===== src/rtl/multdiv_sequencer.sv =====
// Sequences an external 32-bit ALU to perform signed multiply (radix-2 Booth) and signed divide (restoring).
// Defining MULTDIV_REMAINDER_EN adds a data_remainder output and one extra divide cycle.
module multdiv_sequencer #(
    parameter int WIDTH = 32
) (
    input  logic             clock,
    input  logic             reset,
    input  logic             ctrl_MULT,
    input  logic             ctrl_DIV,
    input  logic [WIDTH-1:0] data_operandA,
    input  logic [WIDTH-1:0] data_operandB,
    output logic [WIDTH-1:0] alu_opA,
    output logic [WIDTH-1:0] alu_opB,
    output logic [4:0]       alu_opcode,
    input  logic [WIDTH-1:0] alu_result,
    input  logic             alu_overflow,
    output logic [WIDTH-1:0] data_result,
    output logic             data_exception,
    output logic             data_resultRDY,
`ifdef MULTDIV_REMAINDER_EN
    output logic [WIDTH-1:0] data_remainder,
`endif
    output logic             busy
);

    localparam logic [4:0] OP_ADD = 5'b00000;
    localparam logic [4:0] OP_SUB = 5'b00001;

    typedef enum logic [2:0] {
        IDLE, MUL, DIV_ABSA, DIV_ABSB, DIV_ITER, DIV_SIGN, DONE
    } state_t;

    state_t           state, state_n;
    logic [5:0]       cnt, cnt_n;
    logic [WIDTH-1:0] hi, hi_n;     // Booth P_hi / divider partial remainder R
    logic [WIDTH-1:0] lo, lo_n;     // Booth P_lo / dividend then quotient Q
    logic [WIDTH-1:0] m, m_n;       // multiplicand / divisor magnitude
    logic             q_1, q1_n;
    logic             s_a, sa_n, s_b, sb_n;
    logic [WIDTH-1:0] result_n;
    logic             exc_n, rdy_n, busy_n;
`ifdef MULTDIV_REMAINDER_EN
    logic [WIDTH-1:0] rem_n;
`endif

    logic             booth_use, booth_msb, borrow, div_ovf;
    logic [WIDTH-1:0] booth_s;
    logic [WIDTH:0]   r_sh;

    always_comb begin
        // NOTE: every next value defaults to its current value first, so no branch can infer a latch.
        state_n    = state;
        cnt_n      = cnt;
        hi_n       = hi;
        lo_n       = lo;
        m_n        = m;
        q1_n       = q_1;
        sa_n       = s_a;
        sb_n       = s_b;
        result_n   = data_result;
        exc_n      = data_exception;
        rdy_n      = 1'b0;
        busy_n     = busy;
`ifdef MULTDIV_REMAINDER_EN
        rem_n      = data_remainder;
`endif
        alu_opA    = '0;
        alu_opB    = '0;
        alu_opcode = OP_ADD;
        booth_use  = lo[0] ^ q_1;
        booth_s    = hi;
        booth_msb  = hi[WIDTH-1];
        r_sh       = {hi, lo[WIDTH-1]};
        borrow     = 1'b0;
        // Only a positive quotient of 2^31 (i.e. 0x80000000 / -1) is unrepresentable.
        div_ovf    = ~(s_a ^ s_b) & lo[WIDTH-1];

        case (state)
            IDLE, DONE: begin
                state_n = IDLE;
                if (ctrl_MULT || ctrl_DIV) begin
                    state_n = ctrl_MULT ? MUL : DIV_ABSA;
                    busy_n  = 1'b1;
                    cnt_n   = '0;
                    hi_n    = '0;
                    lo_n    = data_operandA;
                    m_n     = data_operandB;
                    q1_n    = 1'b0;
                    sa_n    = data_operandA[WIDTH-1];
                    sb_n    = data_operandB[WIDTH-1];
                end
            end

            MUL: begin
                alu_opA    = hi;
                alu_opB    = m;
                alu_opcode = (lo[0] & ~q_1) ? OP_SUB : OP_ADD;
                if (booth_use) begin
                    booth_s   = alu_result;
                    booth_msb = alu_result[WIDTH-1] ^ alu_overflow;
                end
                hi_n  = {booth_msb, booth_s[WIDTH-1:1]};
                lo_n  = {booth_s[0], lo[WIDTH-1:1]};
                q1_n  = lo[0];
                cnt_n = cnt + 6'd1;
                if (cnt == 6'(WIDTH - 1)) begin
                    result_n = lo_n;
                    exc_n    = (hi_n != {WIDTH{lo_n[WIDTH-1]}});
                    rdy_n    = 1'b1;
                    busy_n   = 1'b0;
`ifdef MULTDIV_REMAINDER_EN
                    rem_n    = '0;
`endif
                    state_n  = DONE;
                end
            end

            DIV_ABSA: begin
                if (m == '0) begin
                    result_n = '0;
                    exc_n    = 1'b1;
                    rdy_n    = 1'b1;
                    busy_n   = 1'b0;
`ifdef MULTDIV_REMAINDER_EN
                    rem_n    = '0;
`endif
                    state_n  = DONE;
                end else begin
                    if (s_a) begin
                        alu_opB    = lo;
                        alu_opcode = OP_SUB;
                        lo_n       = alu_result;
                    end
                    state_n = DIV_ABSB;
                end
            end

            DIV_ABSB: begin
                if (s_b) begin
                    alu_opB    = m;
                    alu_opcode = OP_SUB;
                    m_n        = alu_result;
                end
                state_n = DIV_ITER;
            end

            DIV_ITER: begin
                alu_opA    = r_sh[WIDTH-1:0];
                alu_opB    = m;
                alu_opcode = OP_SUB;
                borrow     = (~r_sh[WIDTH-1] & m[WIDTH-1]) |
                             (~(r_sh[WIDTH-1] ^ m[WIDTH-1]) & alu_result[WIDTH-1]);
                if (r_sh[WIDTH] || !borrow) begin
                    hi_n = alu_result;
                    lo_n = {lo[WIDTH-2:0], 1'b1};
                end else begin
                    hi_n = r_sh[WIDTH-1:0];
                    lo_n = {lo[WIDTH-2:0], 1'b0};
                end
                cnt_n = cnt + 6'd1;
                if (cnt == 6'(WIDTH - 1)) state_n = DIV_SIGN;
            end

            DIV_SIGN: begin
`ifdef MULTDIV_REMAINDER_EN
                // First cycle fixes the quotient sign in place, second negates the remainder.
                if (cnt == 6'(WIDTH)) begin
                    if (s_a ^ s_b) begin
                        alu_opB    = lo;
                        alu_opcode = OP_SUB;
                        lo_n       = alu_result;
                    end
                    cnt_n = cnt + 6'd1;
                end else begin
                    if (s_a) begin
                        alu_opB    = hi;
                        alu_opcode = OP_SUB;
                    end
                    result_n = div_ovf ? '0 : lo;
                    rem_n    = div_ovf ? '0 : (s_a ? alu_result : hi);
                    exc_n    = div_ovf;
                    rdy_n    = 1'b1;
                    busy_n   = 1'b0;
                    state_n  = DONE;
                end
`else
                if (s_a ^ s_b) begin
                    alu_opB    = lo;
                    alu_opcode = OP_SUB;
                end
                result_n = div_ovf ? '0 : ((s_a ^ s_b) ? alu_result : lo);
                exc_n    = div_ovf;
                rdy_n    = 1'b1;
                busy_n   = 1'b0;
                state_n  = DONE;
`endif
            end

            default: state_n = IDLE;
        endcase
    end

    // NOTE: sequential state uses non-blocking assignments only, so every register samples pre-edge values.
    always_ff @(posedge clock or negedge reset) begin
        if (!reset) begin
            state          <= IDLE;
            cnt            <= '0;
            hi             <= '0;
            lo             <= '0;
            m              <= '0;
            q_1            <= 1'b0;
            s_a            <= 1'b0;
            s_b            <= 1'b0;
            data_result    <= '0;
            data_exception <= 1'b0;
            data_resultRDY <= 1'b0;
            busy           <= 1'b0;
`ifdef MULTDIV_REMAINDER_EN
            data_remainder <= '0;
`endif
        end else begin
            state          <= state_n;
            cnt            <= cnt_n;
            hi             <= hi_n;
            lo             <= lo_n;
            m              <= m_n;
            q_1            <= q1_n;
            s_a            <= sa_n;
            s_b            <= sb_n;
            data_result    <= result_n;
            data_exception <= exc_n;
            data_resultRDY <= rdy_n;
            busy           <= busy_n;
`ifdef MULTDIV_REMAINDER_EN
            data_remainder <= rem_n;
`endif
        end
    end

endmodule


===== config.mk =====
export PLATFORM = sky130hd
export DESIGN_NAME = multdiv_sequencer
export DESIGN_NICKNAME = d
export VERILOG_FILES = /design/src/rtl/multdiv_sequencer.sv
export SDC_FILE = /design/constraint.sdc
export NUM_CORES = 1
export LEC_CHECK = 0
export CORE_ASPECT_RATIO = 1.2
export CORE_MARGIN = 3
export CORE_UTILIZATION = 52
export DETAILED_ROUTE_END_ITERATION = 7
export GPL_ROUTABILITY_DRIVEN = 0
export MAX_ROUTING_LAYER = met4
export PLACE_DENSITY = 0.85
export SETUP_SLACK_MARGIN = 0.1
export SLEW_MARGIN = 20
export SYNTH_ARGS = -nofsm -noshare
export SYNTH_HDL_FRONTEND = slang
export SYNTH_SLANG_ARGS = --single-unit

===== constraint.sdc =====
create_clock -name clock -period 2.55 [get_ports clock]
set_input_delay 0.3825 -clock clock [delete_from_list [all_inputs] [get_ports clock]]
set_output_delay 0.3825 -clock clock [all_outputs]
set_load 0.02 [all_outputs]

# Word level (Yosys, flattened, before mapping)
# Cells that the tools add are included.
[totals]
ff_bits = 143
input_bits = 101
elab_cells = 116
[classes]
add_sub_neg = 1
eq_ne = 15
muxes = 52
bitwise = 13
reduce_logical = 23
[op_table]
columns = ["op", "count"]
rows = [
  ["$mux 32", 17],
  ["$pmux 32 s4", 2],
  ["$pmux 32 s3", 2],
  ["$pmux 32 s2", 2],
  ["$logic_not 32->1", 1],
  ["$ne 32x32->1", 1],
  ["$pmux 3 s6", 1],
  ["$mux 1", 16],
  ["$ne 2x2->1 const B", 7],
  ["$pmux 6 s2", 1],
  ["$reduce_and 2->1", 5],
  ["$eq 3x3->1 const B", 3],
  ["$mux 3", 3],
  ["$reduce_and 4->1", 2],
  ["$reduce_bool 4->1", 2],
  ["$add 6x1->6 const B", 1],
  ["$eq 3x2->1 const B", 2],
  ["$eq 6x5->1 const B", 1],
  ["$mux 6", 1],
  ["$pmux 1 s3", 2],
  ["$reduce_and 3->1", 2],
  ["$reduce_bool 2->1", 3],
  ["$reduce_bool 3->1", 2],
  ["$pmux 1 s5", 1],
  ["12 further kinds", 24],
]

# Longest topological paths before layout
[logic_depth]
depth_word = 8
depth_mapped = 10

# Worst setup path after synthesis
# Ideal clock, no wire load.
[synth_path]
kind = "flip-flop to flip-flop"
startpoint = "register lo[0]"
endpoint = "register data_exception"
setup_ns = 0.130
arrival_time_ns = 1.868
t_required_ns = 2.420
path_slack_ns = 0.551
stages_incl_launch_ff = 9
path_buffers = 1
period_less_slack_ns = 1.999
path_cell_list = "dfrtp_1 -> ha_1 -> buf_2 -> or4b_1 -> nor4_1 -> a21oi_1 -> o21a_1 -> nor4_2 -> a31oi_1"
[synth_between]
elab_chain_len = 6
[synth_lines]
columns = ["item", "line", "rtl"]
rows = [
  ["start: declaration", "36", "logic [WIDTH-1:0] lo, lo_n;"],
  ["start signal: assignment", "225", "lo <= lo_n;"],
  ["$xor 1x1->1 (*)", "70", "booth_use = lo[0] ^ q_1;"],
  ["$mux 32 or $mux 1 (tied branches)", "98", "if (booth_use) begin"],
  ["$mux 32 or $mux 1 (tied branches)", "78", "case (state)"],
  ["$ne 32x32->1 (*)", "108", "exc_n = (hi_n != {WIDTH{lo_n[WIDTH-1]}});"],
  ["$mux 1 (*)", "106", "if (cnt == 6'(WIDTH - 1)) begin"],
  ["$pmux 1 s3 (*)", "78", ""],
  ["end signal: assignment", "231", "data_exception <= exc_n;"],
  ["end: declaration", "18", "output logic data_exception,"],
]
# Every way passes the cells marked *; elsewhere a longest branch is shown, timed or not. The select of a mux whose other input is x is not followed.
# A chain may end at the register's enable or synchronous reset.

# Worst setup path in the final report
[layout_path]
startpoint = "register m[24]"
endpoint = "output alu_opB[1]"
[layout_between]
elab_chain_len = 3
[layout_lines]
columns = ["item", "line", "rtl"]
rows = [
  ["start: declaration", "37", "logic [WIDTH-1:0] m, m_n;"],
  ["start signal: assignment", "226", "m <= m_n;"],
  ["$logic_not 32->1", "119", "if (m == '0) begin"],
  ["$mux 32", "119", ""],
  ["$pmux 32 s4", "78", ""],
  ["end: declaration", "13", "output logic [WIDTH-1:0] alu_opB,"],
]
# No other way between the ends.

==> impl_metrics.env <==
export IMPL_status="finished, violations left"
export IMPL_violations="design-rule violations, negative setup slack"
export IMPL_die_w_um=128
export IMPL_worstSetupEndpointType="output pin"
export IMPL_coreArea_sq_um=17200
export IMPL_drt_pass1_iter_count=8
export IMPL_syn_area_sq_um=9260
export IMPL_clk_pin_slew_ns=0.06
export IMPL_hpwl_um=24200
export IMPL_drv_cap=0
export IMPL_synth_edf_count=0
export IMPL_r2r_start="m[24]$_DFFE_PN0P_"
export IMPL_grt_max_degree=69
export IMPL_cp_slowest_cell="dfrtp_1"
export IMPL_fin_util_pct=74.4
export IMPL_drt_initial_drc_count=1938
export IMPL_htree_num_levels=4
export IMPL_p_int_w=0.0104
export IMPL_via_count=10200
export IMPL_multi_input_area_sq_um=5240
export IMPL_cts_buffers=17
export IMPL_overflow=0
export IMPL_clock_latency_ns=0.43
export IMPL_setup_viol=32
export IMPL_grt_pass1_wl_um=54500
export IMPL_die_h_um=152
export IMPL_critical_path_required_ns=2.17
export IMPL_register_area_sq_um=3580
export IMPL_syn_inst=1027
export IMPL_synth_area_leaders="dfrtp_1 (39%), mux2i_1 (10%), a22o_1 (8.6%), nand2_1 (5.8%), a21oi_1 (5.8%)"
export IMPL_grt_antenna_before_repair=1
export IMPL_rsz0062_at_grt="yes"
export IMPL_routed_wl_um=36600
export IMPL_clock_sinks=143
export IMPL_dieArea_sq_um=19500
export IMPL_max_freq_ghz=0.382
export IMPL_worstMarginPinSlew_ns=0.633
export IMPL_r2r_end="data_exception$_DFFE_PN0P_"
export IMPL_nFillCells=1172
export IMPL_yosys_area_top_type_share_pct=38.6
export IMPL_pin_count=205
export IMPL_critPathLaunchType="flip-flop"
export IMPL_r2r_cells=10
export IMPL_r2r_slack_ns=0.18
export IMPL_cellPowerDensity_nw_per_um2=1560
export IMPL_ys_warn_count=0
export IMPL_swShare_pct=48.0
export IMPL_clk_path_buf_depth=2
export IMPL_syn_avg_cell_area_sq_um=9.02
export IMPL_critical_path_class="flip-flop to output pin"
export IMPL_crit_fanout=13
export IMPL_whs_ns=0.501
export IMPL_power_leakage_nw=5.59
export IMPL_drc=3
export IMPL_ir_drop_mv=0.902
export IMPL_wire_per_inst_um=24.5
export IMPL_setup_worst_path_start="m[24]$_DFFE_PN0P_"
export IMPL_viasPerCell=6.85
export IMPL_combPwrFrac_pct=63.9
export IMPL_synth_flop_cell="dfrtp_1"
export IMPL_switchingPower_w=0.00957
export IMPL_finalHoldViolations=0
export IMPL_final_cell_mix="nand2_1 (143), dfrtp_1 (140), clkdlybuf4s50_1 (134)"
export IMPL_critPathArrivalTime_ns=2.23
export IMPL_hold_class="input pin to async pin"
export IMPL_fp_row_count=52
export IMPL_io_buffers=200
export IMPL_critPathMaxStageDelay_ns=0.42
export IMPL_slew_violations=0
export IMPL_syn_to_final_growth_pct=38.0
export IMPL_period_needed_ns=2.62
export IMPL_gr_usage_all_layers_pct=36.2
export IMPL_drive_gt1_share_pct=19.6
export IMPL_synthArstFlopShare_pct=100
export IMPL_pwr_share_clk_pct=12.9
export IMPL_placed_cell_area_sq_um=11900
export IMPL_yosysTopAreaCell="dfrtp_1"
export IMPL_crit_chain="nor4_1 > nand4_1 > nor2_4 > o22ai_4 > buf_6 > a22o_1 > buf_6"
export IMPL_initial_core_util_pct=53.9
export IMPL_p_seq_share_pct=23.2
export IMPL_final_common_cell="nand2_1"
export IMPL_cpMostUsedCell="buf_6"
export IMPL_fin_crit_sh_pct=103
export IMPL_finalInstanceArea_sq_um=12800
export IMPL_crit_end="alu_opB[1]"
export IMPL_clock_root_buffer="clkbuf_16"
export IMPL_grt_pass1_vias=9928
export IMPL_num_nets_final=1369
export IMPL_synthDistinctLibCells=57
export IMPL_fin_ws_ns=-0.0668
export IMPL_cts_tree="yes"
export IMPL_synth_seq_area_share_pct=38.6
export IMPL_ant_nets=0
export IMPL_skew_ns=0.00594
export IMPL_synth_seq_cells=143
export IMPL_max_slew_margin_pct=57.8
export IMPL_place_ws_ns=-0.00108
-- worst min-delay path by stage --
stage / end / slack [ns] / start / cells past startpoint
2_1_floorplan: busy$_DFFE_PN0P_ / 0.09 / reset / 0
3_3_place_gp: data_result[7]$_DFFE_PN0P_ / 0.39 / reset / 1
3_5_place_dp: data_result[7]$_DFFE_PN0P_ / 0.40 / reset / 1
4_1_cts: cnt[5]$_DFFE_PN0P_ / 0.50 / cnt[5]$_DFFE_PN0P_ / 1
5_1_grt: data_result[7]$_DFFE_PN0P_ / 0.54 / reset / 2
6_report: data_result[7]$_DFFE_PN0P_ / 0.50 / reset / 2
-- routing by layer --
metal,vias to the layer above,track usage (%),share of wire [%]
met1,4847,45.9,35
met3,202,7.54,11
li1,4361,-,-
met2,831,54.7,47
met4,0,18.5,6.7
met5,-,-,0
-- stage by stage --
| step | setup TNS, ns | std cells | power, W |
|---|---|---|---|
| after global routing | -4.70 | 1495 | 0.0209 |
| after detailed placement | -0.00108 | 1452 | 0.0164 |
| final | -1.29 | 1495 | 0.0199 |
| after CTS | -0.00598 | 1488 | 0.0191 |
| after floorplan | 0 | 1030 | 0.0120 |
| after global placement | 0 | 1452 | 0.0161 |
-- layout make-up --
type | count | area share [%]
Tap cell | 216 | 2.11
Clock buffer | 18 | 3.36
Inverter | 5 | 0.147
Clock inverter | 14 | 1.32
Sequential cell | 143 | 28.0
Antenna cell | 1 | 0.0196
Timing Repair Buffer | 314 | 24.0
Multi-Input combinational cell | 784 | 41.0
-- power groups by stage --
stage / Clock, W / Sequential (W) / Combinational [W]
2_1_floorplan: 0 / 0.00444 / 0.00757
3_3_place_gp: 0 / 0.00452 / 0.0116
3_5_place_dp: 0 / 0.00454 / 0.0119
4_1_cts: 0.00255 / 0.00454 / 0.0120
5_1_grt: 0.00268 / 0.00473 / 0.0135
6_report: 0.00258 / 0.00463 / 0.0127
-- Yosys cell counts, types with 6 or more instances --
cell      count
buf_6         9
o21ai_0      40
mux2i_1      95
buf_4        20
nand3_1       6
nor3_1       11
a222oi_1     32
o221ai_1     33
nor4_1       19
nor2_1       79
a21oi_1     107
clkbuf_1     38
buf_2        29
a21oi_2      29
nand2_1     144
dfrtp_1     143
o21ai_1      13
a22o_1       91
nand4_1      17
-- logic make-up after synthesis --
logic type,after synthesis,synth area share [%]
other,1,0.0405
buffers and inverters,103,6.13
AOI/OAI and AO/OA,369,28.9
adders and majority gates,4,0.513
xor gates and xnor gates,4,0.378
muxes,99,10.8
and+or+nand+nor,304,14.6
DFF,143,38.6
-- state kept, by name (all words and copies together), names as in the netlist --
signal,flops
s_b,1
busy,1
q_1,1
state,3
m,32
data_exception,1
lo,32
s_a,1
cnt,6
hi,32
data_resultRDY,1
data_result,32
-- critical path, delay by kind of cell (launching register included) --
kind,cells,cell delay (ns)
buf+inv,2,0.30
flops,1,0.42
simple gates,3,0.75
compound gates,2,0.33
-- timing repair --
item,4_1_cts,5_1_grt
endpoints found under the setup margin,65,131
gates cloned,0,7
hold endpoints to repair,59,0
pin swaps,10,2
buffers inserted,3,2
hold buffers,1,0
gates resized for setup,230,57
Power figures use the tool's default switching activity.
